`src/rtl/mac_setup_pkg.sv`:
```
// Shared constants, FSM state codes and setup-frame byte addressing for the
// DELQA receive-address filter loader.
package mac_setup_pkg;

    localparam int NUM_ENTRIES = 14;
    localparam int COLS        = 7;
    localparam int HALF_OFS    = 64;

    localparam logic [2:0] REG_IDX = 3'd0;
    localparam logic [2:0] REG_W1  = 3'd1;
    localparam logic [2:0] REG_W2  = 3'd2;
    localparam logic [2:0] REG_W3  = 3'd3;

    typedef logic [3:0] state_t;
    localparam state_t ST_IDLE    = 4'd0;
    localparam state_t ST_ENTER   = 4'd1;
    localparam state_t ST_FETCH   = 4'd2;
    localparam state_t ST_WR_IDX  = 4'd3;
    localparam state_t ST_WR_W1   = 4'd4;
    localparam state_t ST_WR_W2   = 4'd5;
    localparam state_t ST_WR_W3   = 4'd6;
    localparam state_t ST_VERIFY  = 4'd7;
    localparam state_t ST_NEXT    = 4'd8;
    localparam state_t ST_WR_ZERO = 4'd9;
    localparam state_t ST_EXIT    = 4'd10;

    // DELQA setup frame: two 64-byte halves, 7 address columns, byte k of an
    // address lives in row k (8-byte stride), column 0 starts at offset 1.
    function automatic logic [7:0] byte_ofs(input logic [3:0] e, input logic [2:0] k);
        logic [7:0] base;
        logic [7:0] col;
        if (e < 4'(COLS)) begin
            base = 8'd0;
            col  = {4'd0, e};
        end else begin
            base = 8'(HALF_OFS);
            col  = {4'd0, e} - 8'(COLS);
        end
        return base + {2'b00, k, 3'b000} + col + 8'd1;
    endfunction

endpackage

```
`src/rtl/mac_setup_if.sv`:
```
// Wishbone master port toward the address-filter register block.
interface mac_setup_if;
    logic [2:0]  m_adr_o;
    logic [15:0] m_dat_o;
    logic [15:0] m_dat_i;
    logic        m_cyc_o;
    logic        m_stb_o;
    logic        m_we_o;
    logic [1:0]  m_sel_o;
    logic        m_ack_i;

    modport master (
        output m_adr_o, m_dat_o, m_cyc_o, m_stb_o, m_we_o, m_sel_o,
        input  m_dat_i, m_ack_i
    );
    modport slave (
        input  m_adr_o, m_dat_o, m_cyc_o, m_stb_o, m_we_o, m_sel_o,
        output m_dat_i, m_ack_i
    );
endinterface

```
`src/rtl/mac_wb_xfer.sv`:
```
// Single Wishbone transfer engine: one request -> one bus cycle, ending in a
// done pulse on ack or a tmo pulse after ACK_TMO cycles without ack.
module mac_wb_xfer #(
    parameter int ACK_TMO = 16
) (
    input  logic        wb_clk_i,
    input  logic        rst_i,
    input  logic        req,
    input  logic        we,
    input  logic [2:0]  adr,
    input  logic [15:0] dat,
    output logic [15:0] rdat,
    output logic        done,
    output logic        tmo,
    mac_setup_if.master bus
);

    logic        cyc_q, cyc_d;
    logic        we_q, we_d;
    logic [2:0]  adr_q, adr_d;
    logic [15:0] dat_q, dat_d;
    logic [15:0] rdat_q, rdat_d;
    logic [7:0]  cnt_q, cnt_d;
    logic        done_q, done_d;
    logic        tmo_q, tmo_d;

    always_comb begin
        cyc_d  = cyc_q;
        we_d   = we_q;
        adr_d  = adr_q;
        dat_d  = dat_q;
        rdat_d = rdat_q;
        cnt_d  = cnt_q;
        done_d = 1'b0;
        tmo_d  = 1'b0;
        if (!cyc_q) begin
            if (req) begin
                cyc_d = 1'b1;
                we_d  = we;
                adr_d = adr;
                dat_d = dat;
                cnt_d = 8'd0;
            end
        end else if (bus.m_ack_i) begin
            // ack is registered here; cyc/stb fall on the following cycle
            cyc_d  = 1'b0;
            done_d = 1'b1;
            rdat_d = bus.m_dat_i;
        end else if (cnt_q == 8'(ACK_TMO - 1)) begin
            cyc_d = 1'b0;
            tmo_d = 1'b1;
        end else begin
            cnt_d = cnt_q + 8'd1;
        end
    end

    always_ff @(posedge wb_clk_i or posedge rst_i) begin
        if (rst_i) begin
            cyc_q  <= 1'b0;
            we_q   <= 1'b0;
            adr_q  <= 3'd0;
            dat_q  <= 16'd0;
            rdat_q <= 16'd0;
            cnt_q  <= 8'd0;
            done_q <= 1'b0;
            tmo_q  <= 1'b0;
        end else begin
            cyc_q  <= cyc_d;
            we_q   <= we_d;
            adr_q  <= adr_d;
            dat_q  <= dat_d;
            rdat_q <= rdat_d;
            cnt_q  <= cnt_d;
            done_q <= done_d;
            tmo_q  <= tmo_d;
        end
    end

    assign bus.m_cyc_o = cyc_q;
    assign bus.m_stb_o = cyc_q;
    assign bus.m_we_o  = cyc_q & we_q;
    assign bus.m_adr_o = adr_q;
    assign bus.m_dat_o = dat_q;
    assign bus.m_sel_o = 2'b11;
    assign rdat        = rdat_q;
    assign done        = done_q;
    assign tmo         = tmo_q;

endmodule

```
`src/rtl/mac_setup_seq.sv`:
```
// Loads the 14-entry receive address filter from a DELQA setup frame.
// Optional readback check of every entry: define MAC_SETUP_VERIFY_EN.
module mac_setup_seq
    import mac_setup_pkg::*;
#(
    parameter int ACK_TMO = 16,
    parameter int SETTLE  = 2
) (
    input  logic        wb_clk_i,
    input  logic        rst_i,
    input  logic        start_i,
    input  logic [7:0]  len_i,
    input  logic        promisc_i,
    output logic        busy_o,
    output logic        done_o,
    output logic        err_o,
    output logic [6:0]  buf_adr_o,
    input  logic [7:0]  buf_dat_i,
    mac_setup_if.master m,
    output logic [1:0]  pms_o
);

    state_t          state_q, state_d;
    logic [3:0]      e_q, e_d;
    logic [2:0]      k_q, k_d;
    logic [7:0]      s_q, s_d;
    logic [7:0]      len_q, len_d;
    logic [5:0][7:0] byte_q, byte_d;
    logic            oob_q, oob_d;
    logic            busy_q, busy_d;
    logic            done_q, done_d;
    logic            err_q, err_d;
    logic            stpac_q, stpac_d;
    logic            pend_q, pend_d;

    logic        x_req, x_we, x_done, x_tmo, is_bus;
    logic [2:0]  x_adr;
    logic [15:0] x_dat, x_rdat, w1, w2, w3;
    logic [7:0]  ofs;

    assign w1 = {byte_q[1], byte_q[0]};
    assign w2 = {byte_q[3], byte_q[2]};
    assign w3 = {byte_q[5], byte_q[4]};

`ifdef MAC_SETUP_VERIFY_EN
    logic [1:0]  v_q, v_d;
    logic [15:0] exp_w;
    assign exp_w = (v_q == 2'd0) ? w1 : (v_q == 2'd1) ? w2 : w3;
`else
    logic unused_rdat;
    assign unused_rdat = ^x_rdat;
`endif

    mac_wb_xfer #(.ACK_TMO(ACK_TMO)) u_xfer (
        .wb_clk_i (wb_clk_i),
        .rst_i    (rst_i),
        .req      (x_req),
        .we       (x_we),
        .adr      (x_adr),
        .dat      (x_dat),
        .rdat     (x_rdat),
        .done     (x_done),
        .tmo      (x_tmo),
        .bus      (m)
    );

    assign is_bus = state_q inside {ST_WR_IDX, ST_WR_W1, ST_WR_W2, ST_WR_W3,
                                    ST_VERIFY, ST_WR_ZERO};
    // one request per bus state; pend blocks re-issue until done/tmo
    assign x_req  = is_bus && !pend_q;
    assign pend_d = x_req ? 1'b1 : ((x_done || x_tmo) ? 1'b0 : pend_q);
    assign ofs    = byte_ofs(e_q, k_q);

    always_comb begin
        x_we  = 1'b1;
        x_adr = REG_IDX;
        x_dat = 16'd0;
        case (state_q)
            ST_WR_IDX: x_dat = {12'd0, e_q};
            ST_WR_W1:  begin x_adr = REG_W1; x_dat = w1; end
            ST_WR_W2:  begin x_adr = REG_W2; x_dat = w2; end
            ST_WR_W3:  begin x_adr = REG_W3; x_dat = w3; end
`ifdef MAC_SETUP_VERIFY_EN
            ST_VERIFY: begin x_adr = REG_W1 + {1'b0, v_q}; x_we = 1'b0; end
`endif
            default: ;
        endcase
    end

    always_comb begin
        state_d   = state_q;
        e_d       = e_q;
        k_d       = k_q;
        s_d       = s_q;
        len_d     = len_q;
        byte_d    = byte_q;
        oob_d     = oob_q;
        busy_d    = busy_q;
        done_d    = 1'b0;
        err_d     = err_q;
        stpac_d   = stpac_q;
        buf_adr_o = 7'd0;
`ifdef MAC_SETUP_VERIFY_EN
        v_d       = v_q;
`endif
        case (state_q)
            ST_IDLE: if (start_i && !done_q) begin
                len_d   = (len_i > 8'd128) ? 8'd128 : len_i;
                err_d   = 1'b0;
                busy_d  = 1'b1;
                stpac_d = 1'b1;
                s_d     = 8'd0;
                state_d = ST_ENTER;
            end
            ST_ENTER: if (s_q == 8'(SETTLE - 1)) begin
                e_d     = 4'd0;
                k_d     = 3'd0;
                state_d = ST_FETCH;
            end else s_d = s_q + 8'd1;
            ST_FETCH: begin
                // addresses issued on k=0..5, data lands on k=1..6
                if (k_q != 3'd6) begin
                    buf_adr_o = ofs[6:0];
                    oob_d     = (ofs >= len_q);
                end
                if (k_q != 3'd0) byte_d[k_q - 3'd1] = oob_q ? 8'h00 : buf_dat_i;
                if (k_q == 3'd6) begin
                    k_d     = 3'd0;
                    state_d = ST_WR_IDX;
                end else k_d = k_q + 3'd1;
            end
            ST_WR_IDX: if (x_done) state_d = ST_WR_W1;
            ST_WR_W1:  if (x_done) state_d = ST_WR_W2;
            ST_WR_W2:  if (x_done) state_d = ST_WR_W3;
`ifdef MAC_SETUP_VERIFY_EN
            ST_WR_W3:  if (x_done) begin v_d = 2'd0; state_d = ST_VERIFY; end
            ST_VERIFY: if (x_done) begin
                if (x_rdat != exp_w) err_d = 1'b1;
                if (v_q == 2'd2) state_d = ST_NEXT;
                else v_d = v_q + 2'd1;
            end
`else
            ST_WR_W3:  if (x_done) state_d = ST_NEXT;
`endif
            ST_NEXT: if (e_q == 4'(NUM_ENTRIES - 1)) state_d = ST_WR_ZERO;
            else begin
                e_d     = e_q + 4'd1;
                state_d = ST_FETCH;
            end
            ST_WR_ZERO: if (x_done || x_tmo) begin
                stpac_d = 1'b0;
                s_d     = 8'd0;
                state_d = ST_EXIT;
            end
            ST_EXIT: if (s_q == 8'(SETTLE - 1)) begin
                done_d  = 1'b1;
                busy_d  = 1'b0;
                state_d = ST_IDLE;
            end else s_d = s_q + 8'd1;
            default: state_d = ST_IDLE;
        endcase
        // a missing ack abandons the load but still parks the index at 0
        if (x_tmo) begin
            err_d = 1'b1;
            if (state_q != ST_WR_ZERO) state_d = ST_WR_ZERO;
        end
    end

    always_ff @(posedge wb_clk_i or posedge rst_i) begin
        if (rst_i) begin
            state_q <= ST_IDLE;
            e_q     <= 4'd0;
            k_q     <= 3'd0;
            s_q     <= 8'd0;
            len_q   <= 8'd0;
            byte_q  <= '0;
            oob_q   <= 1'b0;
            busy_q  <= 1'b0;
            done_q  <= 1'b0;
            err_q   <= 1'b0;
            stpac_q <= 1'b0;
            pend_q  <= 1'b0;
`ifdef MAC_SETUP_VERIFY_EN
            v_q     <= 2'd0;
`endif
        end else begin
            state_q <= state_d;
            e_q     <= e_d;
            k_q     <= k_d;
            s_q     <= s_d;
            len_q   <= len_d;
            byte_q  <= byte_d;
            oob_q   <= oob_d;
            busy_q  <= busy_d;
            done_q  <= done_d;
            err_q   <= err_d;
            stpac_q <= stpac_d;
            pend_q  <= pend_d;
`ifdef MAC_SETUP_VERIFY_EN
            v_q     <= v_d;
`endif
        end
    end

    assign busy_o = busy_q;
    assign done_o = done_q;
    assign err_o  = err_q;
    assign pms_o  = {promisc_i, stpac_q};

endmodule

```
`src/flat_wrapper.sv`:
```
// flat-port wrapper written by rule: the top's interface ports become plain ports
module mac_setup_seq_flat import mac_setup_pkg::*;
#(
    parameter int ACK_TMO = 16,
    parameter int SETTLE  = 2
)
  (wb_clk_i, rst_i, start_i, len_i, promisc_i, busy_o, done_o, err_o, buf_adr_o, buf_dat_i, pms_o, m_m_adr_o, m_m_dat_o, m_m_cyc_o, m_m_stb_o, m_m_we_o, m_m_sel_o, m_m_dat_i, m_m_ack_i);
  mac_setup_if m_i ();
  input  logic wb_clk_i;
  input  logic rst_i;
  input  logic start_i;
  input  logic [7:0] len_i;
  input  logic promisc_i;
  output logic busy_o;
  output logic done_o;
  output logic err_o;
  output logic [6:0] buf_adr_o;
  input  logic [7:0] buf_dat_i;
  output logic [1:0] pms_o;
  output wire logic [$bits(m_i.m_adr_o)-1:0] m_m_adr_o;
  output wire logic [$bits(m_i.m_dat_o)-1:0] m_m_dat_o;
  output wire logic [$bits(m_i.m_cyc_o)-1:0] m_m_cyc_o;
  output wire logic [$bits(m_i.m_stb_o)-1:0] m_m_stb_o;
  output wire logic [$bits(m_i.m_we_o)-1:0] m_m_we_o;
  output wire logic [$bits(m_i.m_sel_o)-1:0] m_m_sel_o;
  input wire logic [$bits(m_i.m_dat_i)-1:0] m_m_dat_i;
  input wire logic [$bits(m_i.m_ack_i)-1:0] m_m_ack_i;
  assign m_m_adr_o = m_i.m_adr_o;
  assign m_m_dat_o = m_i.m_dat_o;
  assign m_m_cyc_o = m_i.m_cyc_o;
  assign m_m_stb_o = m_i.m_stb_o;
  assign m_m_we_o = m_i.m_we_o;
  assign m_m_sel_o = m_i.m_sel_o;
  assign m_i.m_dat_i = m_m_dat_i;
  assign m_i.m_ack_i = m_m_ack_i;
  mac_setup_seq #(.ACK_TMO(ACK_TMO), .SETTLE(SETTLE)) u_core (.wb_clk_i(wb_clk_i), .rst_i(rst_i), .start_i(start_i), .len_i(len_i), .promisc_i(promisc_i), .busy_o(busy_o), .done_o(done_o), .err_o(err_o), .buf_adr_o(buf_adr_o), .buf_dat_i(buf_dat_i), .m(m_i), .pms_o(pms_o));
endmodule
```
`config.mk`:
```
export PLATFORM = sky130hd
export DESIGN_NAME = mac_setup_seq_flat
export DESIGN_NICKNAME = d
export VERILOG_FILES = /design/src/rtl/mac_setup_pkg.sv /design/src/rtl/mac_setup_if.sv /design/src/rtl/mac_wb_xfer.sv /design/src/rtl/mac_setup_seq.sv /design/src/flat_wrapper.sv
export SDC_FILE = /design/constraint.sdc
export NUM_CORES = 1
export LEC_CHECK = 0
export BUFFER_PORTS_ARGS = -buffer_cell sky130_fd_sc_hd__clkbuf_2
export CAP_MARGIN = 40
export CORE_UTILIZATION = 45
export CTS_CLUSTER_DIAMETER = 30
export DETAILED_ROUTE_END_ITERATION = 8
export PLACE_DENSITY_LB_ADDON = 0.1
export SLEW_MARGIN = 20
export SYNTH_ARGS = -nofsm -noshare
export SYNTH_HDL_FRONTEND = slang
export SYNTH_SLANG_ARGS = --single-unit
```
`constraint.sdc`:
```
create_clock -name wb_clk_i -period 3.5 [get_ports wb_clk_i]
set_input_delay 0 -clock wb_clk_i [delete_from_list [all_inputs] [get_ports wb_clk_i]]
set_output_delay 0 -clock wb_clk_i [all_outputs]
set_load 0.01 [all_outputs]
```
== Word-level counts from Yosys, hierarchy flattened ==
Cells that the tools add are included.
Storage, ports and cells
  flip-flop bits (word level): 112
  word-level logic and storage cells: 152
Operators by class
  $add $sub $neg: 9
  magnitude comparators: 5
  equal/unequal tests: 24
  multiplexer cells: 58
  bitwise operators: 2
  reductions and logical operators: 30
Operators with widths (count)
  $mux 8: 11
  $pmux 16 s4: 1
  $mux 4: 14
  $bwmux 48: 1
  $pmux 4 s10: 1
  $add 8x1->8 const B: 3
  $demux 8 s3: 1
  $pmux 8 s3: 1
  $mux 7: 3
  $mux 1: 18
  $eq 4x3->1 const B: 4
  $eq 4x4->1 const B: 4
  $reduce_bool 2->1: 8
  $reduce_and 2->1: 6
  $reduce_and 3->1: 4
  $ne 2x2->1 const B: 5
  $add 7x6->8: 1
  $add 8x8->8: 1
  $eq 4x2->1 const B: 2
  $eq 8x1->1 const B: 1
  $eq 8x4->1 const B: 1
  $ge 8x8->1: 1
  $gt 8x8->1 const B: 1
  $pmux 4 s2: 1
  26 further kinds: 34

== Logic depth before layout (Yosys ltp) ==
Gate-level depths: netlist (run 1).
  word-level depth: 7
  gate-level depth with buffers: 14
  mapped depth without buffers: 13

== Cells and area by module ==
From an unflattened synthesis (run 1), not the netlist that was laid out.
Unflattened totals
  cells, all modules: 658
  area total of the unflattened synthesis: 6780.3 µm²
By module, submodules not included
  mac_setup_seq: instances 1, cells each 481, area each 4834.6 µm², sequential area each 2026.9 µm²
  mac_wb_xfer: instances 1, cells each 177, area each 1945.6 µm², sequential area each 1176.1 µm²

== Worst setup path after synthesis (run 1) ==
Ideal clock, no wire load.
  path kind: reg2reg
  from: reg u_core.e_q[2]
  to: reg u_core.oob_q
  setup time: 0.134 ns
  arrival: 2.729 ns
  setup slack: 0.637 ns
  stages on the path, launching flop included: 14
  path buffers: 1
  clock period less this slack: 2.863 ns
  path through: dfrtp_1 -> clkbuf_1 -> and3_1 -> and2_1 -> ha_1 -> and3b_1 -> a211o_1 -> o21ai_0 -> xnor2_1 -> ha_1 -> nand2_1 -> nor2_1 -> a2111oi_0 -> a21oi_1
Between the ends
  longest elaborated chain between the ends: 6
  elaborated cells on any way between the ends: 8
RTL lines
  start, declared: line mac_setup_seq.sv:24  | logic [3:0] e_q, e_d;
  start signal, assigned: line mac_setup_seq.sv:172  | e_q <= 4'd0;
  start signal, assigned: line mac_setup_seq.sv:188  | e_q <= e_d;
  $lt 4x3->1: line mac_setup_pkg.sv:32  | if (e < 4'(COLS)) begin
  $mux 7: line mac_setup_pkg.sv:32
  $add 7x6->8: line mac_setup_pkg.sv:39  | return base + {2'b00, k, 3'b000} + col + 8'd1;
  $add 8x8->8 *: line mac_setup_pkg.sv:39
  $add 8x1->8 *: line mac_setup_pkg.sv:39
  $ge 8x8->1 *: line mac_setup_seq.sv:124  | oob_d = (ofs >= len_q);
  end signal, assigned: line mac_setup_seq.sv:193  | oob_q <= oob_d;
  end, declared: line mac_setup_seq.sv:29  | logic oob_q, oob_d;
Mark *: on every way between the ends. The rest lies on a longest branch, timed or not.
A chain may end at the register's enable or synchronous reset.

== Final worst setup path (run 1) ==
Ends and elaborated chain as after synthesis.

==> impl_metrics.ini, run 1 <==
[run_status]
status = completed

[layout]
fin_util_pct = 53.0
layout.nets = 684
seqCellArea_mm2 = 0.00278
final_cell_area_mm2 = 0.00675
antennaDiodeCount = 0
area_growth_pct = 13.7
drive_gt1_share_pct = 21.3
n_fill_cell = 1169
stdcell_count = 802
multi_input_area_mm2 = 0.00292

[timing]
hold_ws_ns = 0.0000951
worst_slew_pin_slew_ns = 0.769
fin_crit_ns = 3.08
setup_viol = 0
finalClockSkew_ns = 0.00728
rsz0062_at_grt = false
period_share_pct = 87.9
maxSlewHeadroom_pct = 48.4
clock.fmax_ghz = 0.325
hold_violations = 0
fin_tns_setup_ns = 0
slew_violations = 0

[placement]
port_buffers = 51
postPlaceCellArea_mm2 = 0.00633
dp_hpwl_mm = 9.13
gp_congestion = 0.815
placedCellCount = 775

[floorplan]
rows = 41
initial_utilization_pct = 46.6
die_h_um = 117
die_area_mm2 = 0.0136
core_area_mm2 = 0.0127
die_width_um = 117
io_pins = 73

[power_and_ir_drop]
powerDensity_mw_per_mm2 = 364
ir_drop_uv = 234
leakage_nw = 3.15

[yosys]
synth_top_family_by_area = simple AND/OR/NAND/NOR gates
yosys.area.top_type = dfrtp_1
synth_edf_count = 0
postSynthCellCount = 574
synth_fa_ha_area_share_pct = 4.64
yosys.area_share.simple_pct = 16.7
synth_top_area_share_pct = 46.8
syn_area_mm2 = 0.00593
synth.area.mux_share_pct = 12.5
ys_async_sr_fraction_pct = 100
synth_compound_area_share_pct = 13.1
synth.top_cells.by_count = dfrtp_1, nand2_1, mux2_2
synth_most_common_cell = dfrtp_1
synthFlopType = dfrtp_1
synthXorXnorAreaFrac_pct = 2.07
ys_ff_latch = 111
synth.distinct_cells = 59
synth_area_leaders = dfrtp_1, mux2_2, ha_1
synth-seq-area-share_pct = 46.8
yosys_warnings = 0
syn_area_per_cell_um2 = 10.3

[grt]
overflow = 0
grt_antenna_before_repair = 0
grt_pass1_vias = 4140
grt_max_degree = 44
grt_first_pass_wirelength_mm = 21.7
grt.total_usage_pct = 20.9

[drt]
drt_iter0_markers = 258
antenna_left = 0
wl_per_cell_um = 16.3
totalWireLength_mm = 13.1
vias = 4358
drc = 0
vias_per_cell = 5.43
drt_first_pass_iters = 4

[clock_tree]
cts.sinks = 111
clk_pin_slew_ns = 0.08
postCtsSetupBuffers = 0
h-tree-depth = 3
cts_buffers = 9
clk_path_buf_depth = 2
clockRootBuffer = clkbuf_16
clock_latency_ns = 0.36
ctsResizeCount = 0
cts_tree = built

[worst_setup_path]
startpoint_type = register
setup.worst_path.class = register to register
crit_path_max_fanout = 13
cpLargestDelayFamily = compound AO/OA/AOI/OAI gates
slowest_stage = dfrtp_1
path_buf_inv = 0
cpPeakStageDelay_ns = 0.59
timing.rr.start = u_core.e_q[2]
r2r-end = u_core.oob_q
cp_cell_sequence = and3_1 > and2_1 > ha_1 > and3b_1 > a211o_1 > o21ai_0 > xnor2_1 > ha_1 > nand2_1 > nor2_1 > a2111oi_0 > a21oi_1
cp_data_arrival_time_ns = 3.31
r2r_slack_ns = 0.42
cp-end-kind = register
cp_common_cell = ha_1
reg2regPathDepth = 12
critical_path_required_ns = 3.74

[min_path]
hold_path.startpoint = promisc_i
holdCritPathClass = input port to primary output
hold_depth = 0
hold_end = pms_o[1]

[flow_run]
max-cap-violations = 0
[metal layers]
layer,track usage [%],vias up,wire length [um]
li1,-,2145,-
met5,0,-,0
met4,5.32,0,151
met1,30.8,2137,6680
met3,4.27,16,354
met2,31.4,60,5890
[power breakdown]
part / leakage (nW) / internal [mW] / switching, mW / total (mW)
logic: 1.55 / 0.0371 / 0.0480 / 0.0851
registers: 1.45 / 1.30 / 0.00936 / 1.31
clock network: 0.150 / 0.582 / 0.482 / 1.06
[cells by family after synthesis]
family | count (synthesis)
buf+inv | 52
other cells | 2
fa+ha+maj | 22
mux | 68
flops | 111
xor+xnor | 14
simple gates | 184
compound gates | 121
[flip-flops by register name (all words and copies together) (netlist names), 2 cells and up]
| signal | cells |
|---|---|
| u_core.state_q | 4 |
| u_core.u_xfer.cnt_q | 8 |
| u_core.u_xfer.bus.m_dat_o | 16 |
| u_core.byte_q | 48 |
| u_core.e_q | 4 |
| u_core.k_q | 3 |
| u_core.s_q | 8 |
| u_core.u_xfer.bus.m_adr_o | 2 |
| u_core.len_q | 8 |
[per-stage QoR]
stage / total power [mW] / setup slack, ns
6_report: 2.46 / 0.424
5_1_grt: 2.55 / 0.147
4_1_cts: 2.49 / 0.434
3_5_place_dp: 1.41 / 0.454
3_3_place_gp: 1.41 / 0.512
2_1_floorplan: 1.38 / 0.569
[worst reg2reg max path, delay by kind of cell (launching register included)]
kind                       cells  cell delay, ns
AOI/OAI and AO/OA              4            0.98
xor gates and xnor gates       1            0.17
adders and majority gates      2            0.48
DFF                            1            0.59
and+or+nand+nor                5            0.74
[area by class of cell]
type | instances | share of cell area (%)
Clock buffer | 11 | 3.60
Clock inverter | 5 | 0.964
Inverter | 19 | 1.09
Multi-Input combinational cell | 412 | 43.3
Sequential cell | 111 | 41.2
Tap cell | 172 | 3.19
Timing Repair Buffer | 72 | 6.68
[worst max path at each step]
stage / slack, ns / from / cells after the start / endpoint
2_1_floorplan: 0.57 / rst_i / 1 / u_core.busy_o
3_3_place_gp: 0.51 / u_core.e_q[2] / 12 / u_core.oob_q
3_5_place_dp: 0.45 / u_core.e_q[2] / 12 / u_core.oob_q
4_1_cts: 0.43 / u_core.e_q[2] / 12 / u_core.oob_q
5_1_grt: 0.15 / u_core.e_q[2] / 12 / u_core.oob_q
6_report: 0.42 / u_core.e_q[2] / 12 / u_core.oob_q
[layout by cell type, fill, tap and decap left out, types with 14 or more instances in the layout]
| master | instances |
|---|---|
| clkbuf_2 | 51 |
| dfrtp_1 | 111 |
| inv_1 | 18 |
| a21oi_1 | 22 |
| nand2b_1 | 19 |
| nor2b_1 | 14 |
| nand2_1 | 60 |
| mux2_2 | 49 |
| nor2_1 | 22 |
| ha_1 | 22 |
| mux2i_1 | 18 |
| o21ai_0 | 45 |
[timing repair]
action	in CTS	in global routing
setup endpoints to repair	0	0
hold buffers	10	0
hold endpoints to repair	50	0
Power figures use the tool's default switching activity.
==> run 2, diff against run 1 <==
GPL_TIMING_DRIVEN = 0   (was default)
==> run 2 against run 1 <==
Cell count up 3.1%. Non-clock buffer count is 25 higher. Register-to-register slack worse by 0.05 ns. Combinational power grew 4.8%. Critical path type unchanged. Sequential share of layout area shrank 0.68 points. Flip-flop and latch count did not move.
==> impl_metrics.ini, run 2 (same netlist as run 1, synthesis figures left out) <==
[drt]
vias_per_cell = 5.37
drt_iter0_markers = 237
wl_per_cell_um = 16.3
totalWireLength_mm = 13.5
drt_first_pass_iters = 4
antenna_left = 0
drc = 0
vias = 4438

[worst_setup_path]
crit_path_max_fanout = 10
setup.worst_path.class = register to register
cp_data_arrival_time_ns = 3.35
critical_path_required_ns = 3.73
startpoint_type = register
cp-end-kind = register

[layout]
layout.nets = 709
antennaDiodeCount = 0
fin_util_pct = 53.9
regMostFlops = u_core.byte_q
mostFrequentLayoutCells = dfrtp_1, nand2_1, clkbuf_2
area_growth_pct = 15.7
drive_gt1_share_pct = 21.8
largest_reg_flops = 48
final_common_cell = dfrtp_1

[power_and_ir_drop]
pwr-share-seq_pct = 53.2
powerDensity_mw_per_mm2 = 358
p_int_mw = 1.91
swShare_pct = 22.5
ir_drop_uv = 237
p_clk_share_pct = 43.2
p_sw_uw = 553
combinationalPowerShare_pct = 3.6
leakage_nw = 3.21

[timing]
slew_violations = 0
fin_crit_ns = 3.12
period_share_pct = 89.2
fin_tns_setup_ns = 0
finalClockSkew_ns = 0.00976
worst_slew_pin_slew_ns = 0.734
setup_viol = 0
hold_violations = 0
clock.fmax_ghz = 0.320
rsz0062_at_grt = false
maxSlewHeadroom_pct = 50.8

[grt]
grt_max_degree = 60
grt_antenna_before_repair = 0
grt.total_usage_pct = 21.4
overflow = 0
grt_pass1_vias = 4402
grt_first_pass_wirelength_mm = 22.3

[floorplan]
die_h_um = 117
initial_utilization_pct = 46.6
core_area_mm2 = 0.0127
rows = 41
die_width_um = 117
die_area_mm2 = 0.0136
io_pins = 73

[placement]
port_buffers = 52
dp_hpwl_mm = 9.70
gp_congestion = 0.860

[min_path]
holdCritPathClass = input port to primary output

[clock_tree]
postCtsSetupBuffers = 0
cts_tree = built
cts_buffers = 9
clockRootBuffer = clkbuf_16
clock_latency_ns = 0.35
h-tree-depth = 3
clk_path_buf_depth = 2
clk_pin_slew_ns = 0.08
cts.sinks = 111

[flow_run]
max-cap-violations = 0

[run_status]
status = completed
run 2: cell types whose count changed in the layout (fill, tap and decap cells not counted), moves of 2 or more:
| cell | delta |
|---|---|
| buf_2 | +9 |
| buf_4 | -2 |
| clkbuf_1 | +14 |
| clkbuf_2 | +2 |
| clkinv_4 | -2 |
| inv_6 | +2 |
run 2: power by group through the flow:
stage	Combinational, mW	Sequential (mW)	Clock (mW)
after global placement	0.0746	1.33	0
after global routing	0.102	1.31	1.15
final	0.0892	1.31	1.06
after detailed placement	0.0828	1.33	0
after floorplan	0.0519	1.33	0
after CTS	0.0920	1.31	1.09
run 2: layout make-up:
class | count | area, um2
buffer | 33 | 166
clock buffer | 10 | 229
clock inverter | 6 | 75.1
fill | 1203 | 5860
inverter | 19 | 76.3
multi-input combinational | 412 | 2920
sequential | 111 | 2780
tap | 172 | 215
timing repair buffer | 64 | 398
run 2: critical path: stages (launching register included):
cell	delay [ns]
dfrtp_1	0.41
clkbuf_2	0.24
and3_1	0.24
and2_1	0.18
ha_1	0.21
and3b_1	0.19
a211o_1	0.32
o21ai_0	0.24
xnor2_1	0.17
ha_1	0.28
nand2_1	0.06
nor2_1	0.04
a2111oi_1	0.29
a21oi_1	0.12
run 2: path summary, 6_finish.rpt:
kind | startpoint | end | slack (ns) | depth (start not counted)
min in group asynchronous | rst_i | u_core.byte_q[27] | 0.24 | 3
min | promisc_i | pms_o[1] | 0.19 | 2
max reg2reg | u_core.e_q[2] | u_core.oob_q | 0.38 | 13
min reg2reg | u_core.u_xfer.we_q | u_core.u_xfer.we_q | 0.47 | 1
max in group asynchronous | rst_i | u_core.s_q[2] | 2.60 | 4
max | u_core.e_q[2] | u_core.oob_q | 0.38 | 13
run 2: per-stage QoR:
stage                     hold WS [ns]  setup slack, ns  instance area, um2  std cells  power [mW]
after global routing             0.197           0.0626                6860        827        2.56
after CTS                        0.186            0.188                6860        827        2.49
final                            0.190            0.379                6860        827        2.46
after detailed placement        0.0964            0.221                6440        800        1.42
after global placement           0.190           -0.715                6410        799        1.41
after floorplan                 0.0918            0.569                5940        575        1.38
run 2: routing by layer:
metal  wire length [um]  up-vias  track usage (%)
met5                  0        -                0
met4                168        0             5.82
met1               6490     2136             29.3
li1                   -     2186                -
met2               6280      102             34.4
met3                522       14             4.79
run 2: repair_timing:
item | 4_1_cts | 5_1_grt
resized for setup | 0 | 3
endpoints found under the hold margin | 67 | 0
endpoints found under the setup margin | 0 | 1
hold buffers | 11 | 0
